## config.mk

```make
export PLATFORM = sky130hd
export DESIGN_NAME = pmod_unit
export DESIGN_NICKNAME = d
export VERILOG_FILES = /design/src/rtl/pmod_unit_pkg.sv /design/src/rtl/pmod_event_hold.sv /design/src/rtl/pmod_unit.sv
export SDC_FILE = /design/constraint.sdc
export NUM_CORES = 1
export LEC_CHECK = 0
export CORE_MARGIN = 8
export CORE_UTILIZATION = 50
export CTS_BUF_LIST = sky130_fd_sc_hd__clkbuf_8
export CTS_CLUSTER_SIZE = 25
export DETAILED_ROUTE_END_ITERATION = 8
export PLACE_DENSITY_LB_ADDON = 0.25
export SETUP_SLACK_MARGIN = 0.02
export SYNTH_ARGS = -nofsm -noshare
export SYNTH_HDL_FRONTEND = slang
export SYNTH_SLANG_ARGS = --single-unit
```

## constraint.sdc

```tcl
create_clock -name i_clock -period 5.1 [get_ports i_clock]
set_input_delay 0.51 -clock i_clock [delete_from_list [all_inputs] [get_ports i_clock]]
set_output_delay 0.51 -clock i_clock [all_outputs]
set_load 0.05 [all_outputs]
```

## src/rtl/pmod_unit_pkg.sv

```systemverilog
// rtl/pmod_unit_pkg.sv - shared RGB colour type and colour constants for the PMOD LED unit
package pmod_unit_pkg;

  // Colour bits are ordered {r, g, b}
  typedef logic [2:0] rgb_t;

  localparam rgb_t OFF   = 3'b000;
  localparam rgb_t RED   = 3'b100;
  localparam rgb_t GREEN = 3'b010;
  localparam rgb_t BLUE  = 3'b001;
  localparam rgb_t CYAN  = 3'b011;

endpackage

```

## src/rtl/pmod_event_hold.sv

```systemverilog
// rtl/pmod_event_hold.sv - rising-edge event capture and colour hold timer for LED1
module pmod_event_hold
  import pmod_unit_pkg::*;
#(
  parameter int HOLD_CYCLES = 2048
) (
  input  logic i_clock,
  input  logic i_reset,
  input  logic i_error,
  input  logic i_succes,
  output rgb_t o_color_next
);

  localparam int CW = $clog2(HOLD_CYCLES + 1);

  logic          r_err_d;
  logic          r_suc_d;
  logic [CW-1:0] r_cnt;
  rgb_t          r_color;

  logic          w_err_rise;
  logic          w_suc_rise;
  logic [CW-1:0] w_cnt_next;
  rgb_t          w_color_next;

  // Next hold state: error wins, success is ignored while red is held, else count down
  always_comb begin
    w_err_rise   = i_error & ~r_err_d;
    w_suc_rise   = i_succes & ~r_suc_d;
    w_cnt_next   = r_cnt;
    w_color_next = r_color;
    if (w_err_rise) begin
      w_color_next = RED;
      w_cnt_next   = CW'(HOLD_CYCLES);
    end else if (w_suc_rise && (r_color != RED)) begin
      w_color_next = GREEN;
      w_cnt_next   = CW'(HOLD_CYCLES);
    end else if (r_cnt != '0) begin
      w_cnt_next = r_cnt - 1'b1;
      if (r_cnt == CW'(1)) begin
        w_color_next = OFF;
      end
    end
  end

  // Edge-detect samples and hold counter/colour state
  always_ff @(posedge i_clock) begin
    if (!i_reset) begin
      r_err_d <= 1'b0;
      r_suc_d <= 1'b0;
      r_cnt   <= '0;
      r_color <= OFF;
    end else begin
      r_err_d <= i_error;
      r_suc_d <= i_succes;
      r_cnt   <= w_cnt_next;
      r_color <= w_color_next;
    end
  end

  // The parent registers this together with the PWM gate, so LED1 sees no extra delay
  assign o_color_next = w_color_next;

endmodule

```

## src/rtl/pmod_unit.sv

```systemverilog
// rtl/pmod_unit.sv - PMOD RGB LED status unit: LED0 state colour with blink, LED1 event colour, PWM dimming
module pmod_unit
  import pmod_unit_pkg::*;
#(
  parameter int HOLD_CYCLES = 2048,
  parameter int BLINK_HALF  = 512,
  parameter int PWM_BITS    = 4,
  parameter int DUTY        = 16
) (
  input  logic i_clock,
  input  logic i_reset,
  input  logic i_init_done,
  input  logic i_idle,
  input  logic i_wait_cmd,
  input  logic i_error,
  input  logic i_succes,
  output logic o_led0_r,
  output logic o_led0_g,
  output logic o_led0_b,
  output logic o_led1_r,
  output logic o_led1_g,
  output logic o_led1_b
);

  localparam int  BW         = $clog2(BLINK_HALF + 1);
  localparam int  PWM_PERIOD = 2 ** PWM_BITS;
  localparam bit  ALWAYS_ON  = (DUTY >= PWM_PERIOD);

  logic [BW-1:0]       r_blink_cnt;
  logic                r_blink_off;
  logic [PWM_BITS-1:0] r_pwm_cnt;
  rgb_t                r_led0;
  rgb_t                r_led1;

  logic                w_in_wait;
  logic                w_pwm_on;
  rgb_t                w_led0;
  rgb_t                w_led1;

  pmod_event_hold #(
    .HOLD_CYCLES (HOLD_CYCLES)
  ) u_event_hold (
    .i_clock      (i_clock),
    .i_reset      (i_reset),
    .i_error      (i_error),
    .i_succes     (i_succes),
    .o_color_next (w_led1)
  );

  assign w_in_wait = i_init_done & i_wait_cmd;
  assign w_pwm_on  = ALWAYS_ON || (int'(r_pwm_cnt) < DUTY);

  // LED0 colour by system-state priority; blink phase comes from the free-running blink timer
  always_comb begin
    w_led0 = OFF;
    if (!i_init_done) begin
      w_led0 = RED;
    end else if (i_wait_cmd) begin
      w_led0 = r_blink_off ? OFF : BLUE;
    end else if (i_idle) begin
      w_led0 = GREEN;
    end else begin
      w_led0 = CYAN;
    end
  end

  // Blink timer runs only in the wait state and re-arms phase-on whenever it is left
  always_ff @(posedge i_clock) begin
    if (!i_reset) begin
      r_blink_cnt <= '0;
      r_blink_off <= 1'b0;
    end else if (!w_in_wait) begin
      r_blink_cnt <= '0;
      r_blink_off <= 1'b0;
    end else if (r_blink_cnt == BW'(BLINK_HALF - 1)) begin
      r_blink_cnt <= '0;
      r_blink_off <= ~r_blink_off;
    end else begin
      r_blink_cnt <= r_blink_cnt + 1'b1;
    end
  end

  // Free-running brightness counter, wraps at its natural width
  always_ff @(posedge i_clock) begin
    if (!i_reset) begin
      r_pwm_cnt <= '0;
    end else begin
      r_pwm_cnt <= r_pwm_cnt + 1'b1;
    end
  end

  // Output registers: selected colours gated by the PWM window
  always_ff @(posedge i_clock) begin
    if (!i_reset) begin
      r_led0 <= OFF;
      r_led1 <= OFF;
    end else begin
      r_led0 <= w_led0 & {3{w_pwm_on}};
      r_led1 <= w_led1 & {3{w_pwm_on}};
    end
  end

  assign o_led0_r = r_led0[2];
  assign o_led0_g = r_led0[1];
  assign o_led0_b = r_led0[0];
  assign o_led1_r = r_led1[2];
  assign o_led1_g = r_led1[1];
  assign o_led1_b = r_led1[0];

endmodule

```

==> metrics.md <==
| Metric | Value |
|---|---|
| Status | `finished clean` |
| Data required time of the worst path | `~5300 ps` |
| Crit path time final | `about 2100 ps` |
| Nets | `182` |
| RSZ-0062 raised after global routing | `no` |
| Hold Crit Start | `r_blink_cnt[0]$_SDFF_PP0_` |
| Max Clk Rate | `0.477 GHz` |
| Post-route DRC | `0` |
| Initial Util | `0.508` |
| Worst-skew pair later-pin latency | `between 200 and 300 ps` |
| Reg2Reg Capture Point | `u_event_hold.r_cnt[3]$_SDFFE_PP0P_` |
| Cell Rows | `19` |
| Number of global-route vias before repair | `1074` |
| Diode count | `0` |
| Top cells by count, synth | `dfxtp_1, nor2_1, nand2_1` |
| ANT nets after route | `0` |
| Core footprint | `between 2000 and 3000 sq um` |
| Die width | `68.0 um` |
| First-pass GRT wire length | `approximately 4.5 mm` |
| R2R setup slack | `roughly 3200 ps` |
| Worst-Margin Slew | `between 1000 and 1500 ps` |
| Vias | `1123` |
| Syn_area_per_cell | `approximately 8.7 sq um` |
| Synth area leaders | `dfxtp_1, nor2_1, xnor2_1, xor2_1, ha_1` |
| Num CTS Buffers | `5` |
| Crit share post-route | `0.411` |
| Fill cell total of the finished layout | `approximately 230` |
| Async SR Flop Fraction | `0` |
| Dominant cell type by area after synthesis | `dfxtp_1` |
| Vias per cell | `approximately 5.5` |
| Crit path depth | `5` |
| Setup WS post-layout | `roughly 3000 ps` |
| Post-route cell area | `~1600 sq um` |
| Clock Pin Slew Worst Setup and Hold Paths | `approximately 60 ps` |
| I/O Buffers | `11` |
| Worst endpoint data arrival time | `around 2300 ps` |
| Reg2reg start | `u_event_hold.r_cnt[2]$_SDFFE_PP0P_` |
| Worst setup path class | `input pin to register` |
| Die Height | `roughly 68 um` |
| Crit path buffers/inverters | `2` |
| Sequential area share after synthesis | `0.444` |
| Syn nets | `roughly 170` |
| CP Launch Type | `input pin` |
| Ys flop type | `dfxtp_1` |
| Post-Syn Area | `approximately 1400 sq um` |
| Ys Warns | `0` |
| Die Area | `4620 sq um` |
| Placer congestion estimate | `0.817` |
| Detailed Route Iter0 Violations | `93` |
| Synth cell types | `35` |
| Reg2Reg Depth | `4` |
| Synthesized flop and latch total | `30` |
| Initial antenna violation count | `0` |
| Post-Syn Instances | `around 160` |
| Pwr dens | `619 nW/um^2` |
| Final TNS setup | `0 ps` |
| Relative slew slack | `0.242` |
| Worst Hold End | `r_blink_cnt[0]$_SDFF_PP0_` |
| H-Tree Depth | `2` |
| Slowest stage delay, CP | `roughly 950 ps` |
| Final Slew Violations | `0` |
| Setup violators final | `0` |
| Crit path max-delay family | `compound AO/OA/AOI/OAI gates` |
| Worst-path cell chain | `clkdlybuf4s50_1 > inv_1 > o311ai_1 > or4_1 > nand2_1` |
| Slowest-stage cell, CP | `o311ai_1` |
| Sink Count | `30` |
| Post-DP HPWL | `just under 2 mm` |
| Final Hold Fails | `0` |
| WHS Path Cells | `1` |
| Area Overhead vs Synth | `17.2%` |
| Global route overflow | `0` |
| Router iterations before antenna repair | `4` |
| Critical Path Sink Type | `register` |
| # Post-CTS Setup Buffers | `0` |
| Largest net degree at the start of global routing | `11` |
| Number of flops mapped to enable cells by yosys | `0` |
| # resized after CTS | `0` |
| Ports | `13` |
| Proportion of layout cells with a drive suffix above 1 | `0.0872` |
| Hold-fix buffers, CTS | `0` |
| Yosys top cell area share | `0.444` |
| Placed inst area | `around 1500 sq um` |
| All-Layer GR Usage | `0.130` |
| TritonCTS clock tree | `done` |
| WL per Instance | `12.8 um` |
| Leak | `around 0.0006 uW` |
| Bufs on Longest Clock Path | `2` |
| Hold crit path type | `register to register` |
| Final core utilization | `0.595` |
| Top-count cell post-synth | `dfxtp_1` |
| Peak supply drop | `0.000468 V` |
| Crit Path Max Fanout | `7` |
| Skew final | `roughly 2.9 ps` |
| Max_cap viols | `0` |
| Total chip power | `slightly below 1000 uW` |
| Root Driver | `clkbuf_8` |
| Final wirelength | `2.60 mm` |
| Pre-CTS setup slack | `2740 ps` |
worst reg2reg max path, delay by kind of cell, from the launching register on:
family	cells	cell delay, ps
flip-flops	1	380
AND/OR/NAND/NOR	2	690
multiplexers	1	150
AO/OA/AOI/OAI	1	600
worst max-delay path by stage:
stage / from / to / slack, ps
floorplan: u_event_hold.r_cnt[2]$_SDFFE_PP0P_ / u_event_hold.r_cnt[1]$_SDFFE_PP0P_ / 3330
global placement: i_succes / u_event_hold.r_cnt[5]$_SDFFE_PP0P_ / 2850
detailed placement: i_succes / u_event_hold.r_cnt[5]$_SDFFE_PP0P_ / 2740
CTS: i_succes / u_event_hold.r_cnt[5]$_SDFFE_PP0P_ / 3010
global route: i_succes / u_event_hold.r_cnt[5]$_SDFFE_PP0P_ / 2870
finish: i_succes / u_event_hold.r_cnt[5]$_SDFFE_PP0P_ / 3000
registers in the layout, indices dropped and copies added (netlist names):
register	flops
r_led0	3
u_event_hold.r_cnt	12
u_event_hold.r_err_d	1
r_blink_cnt	10
r_blink_off	1
u_event_hold.r_color	2
u_event_hold.r_suc_d	1
power breakdown:
group	total (uW)	switching (uW)	internal [uW]
Sequential	335	54.4	280
Combinational	451	252	199
Clock	194	86.2	108
kinds of logic (layout without fill, tap and decap cells):
group,after synthesis,count (layout),synth area share
AOI/OAI and AO/OA,18,18,0.0870
and+or+nand+nor,79,79,0.309
other,1,1,0.00278
DFF,30,30,0.444
adders and majority gates,4,4,0.0370
muxes,1,1,0.00741
buffers and inverters,9,26,0.0278
xor gates and xnor gates,13,13,0.0843
cell type report:
type	count	area (sq um)	share of cell area
timing repair buffer	11	110	0.0695
multi-input combinational	116	713	0.450
inverter	7	26.3	0.0166
tap	31	38.8	0.0245
sequential	30	601	0.379
clock buffer	6	82.6	0.0521
clock inverter	2	12.5	0.00790
layout by cell type (no fill, tap or decap), drive strengths merged, types with 5 or more instances in the layout:
cell type	n
inv	7
a21oi	7
nand2	12
nand3	8
or3	6
clkdlybuf4s50	11
nand4	5
xnor2	7
nor2	25
clkbuf	6
xor2	6
dfxtp	30
routing by layer:
metal	routed length, um	vias up	global-route usage
met2	1150	19	0.193
li1	-	575	-
met5	0	-	0
met4	75	0	0.0921
met3	181	8	0.0442
met1	1190	521	0.154
metrics by stage:
step           hold slack (ps)  std cells
3_3_place_gp               445        195
6_report                   472        203
5_1_grt                    487        203
2_1_floorplan              430        155
4_1_cts                    472        203
3_5_place_dp               457        195
(Power assumes the default switching activity.)
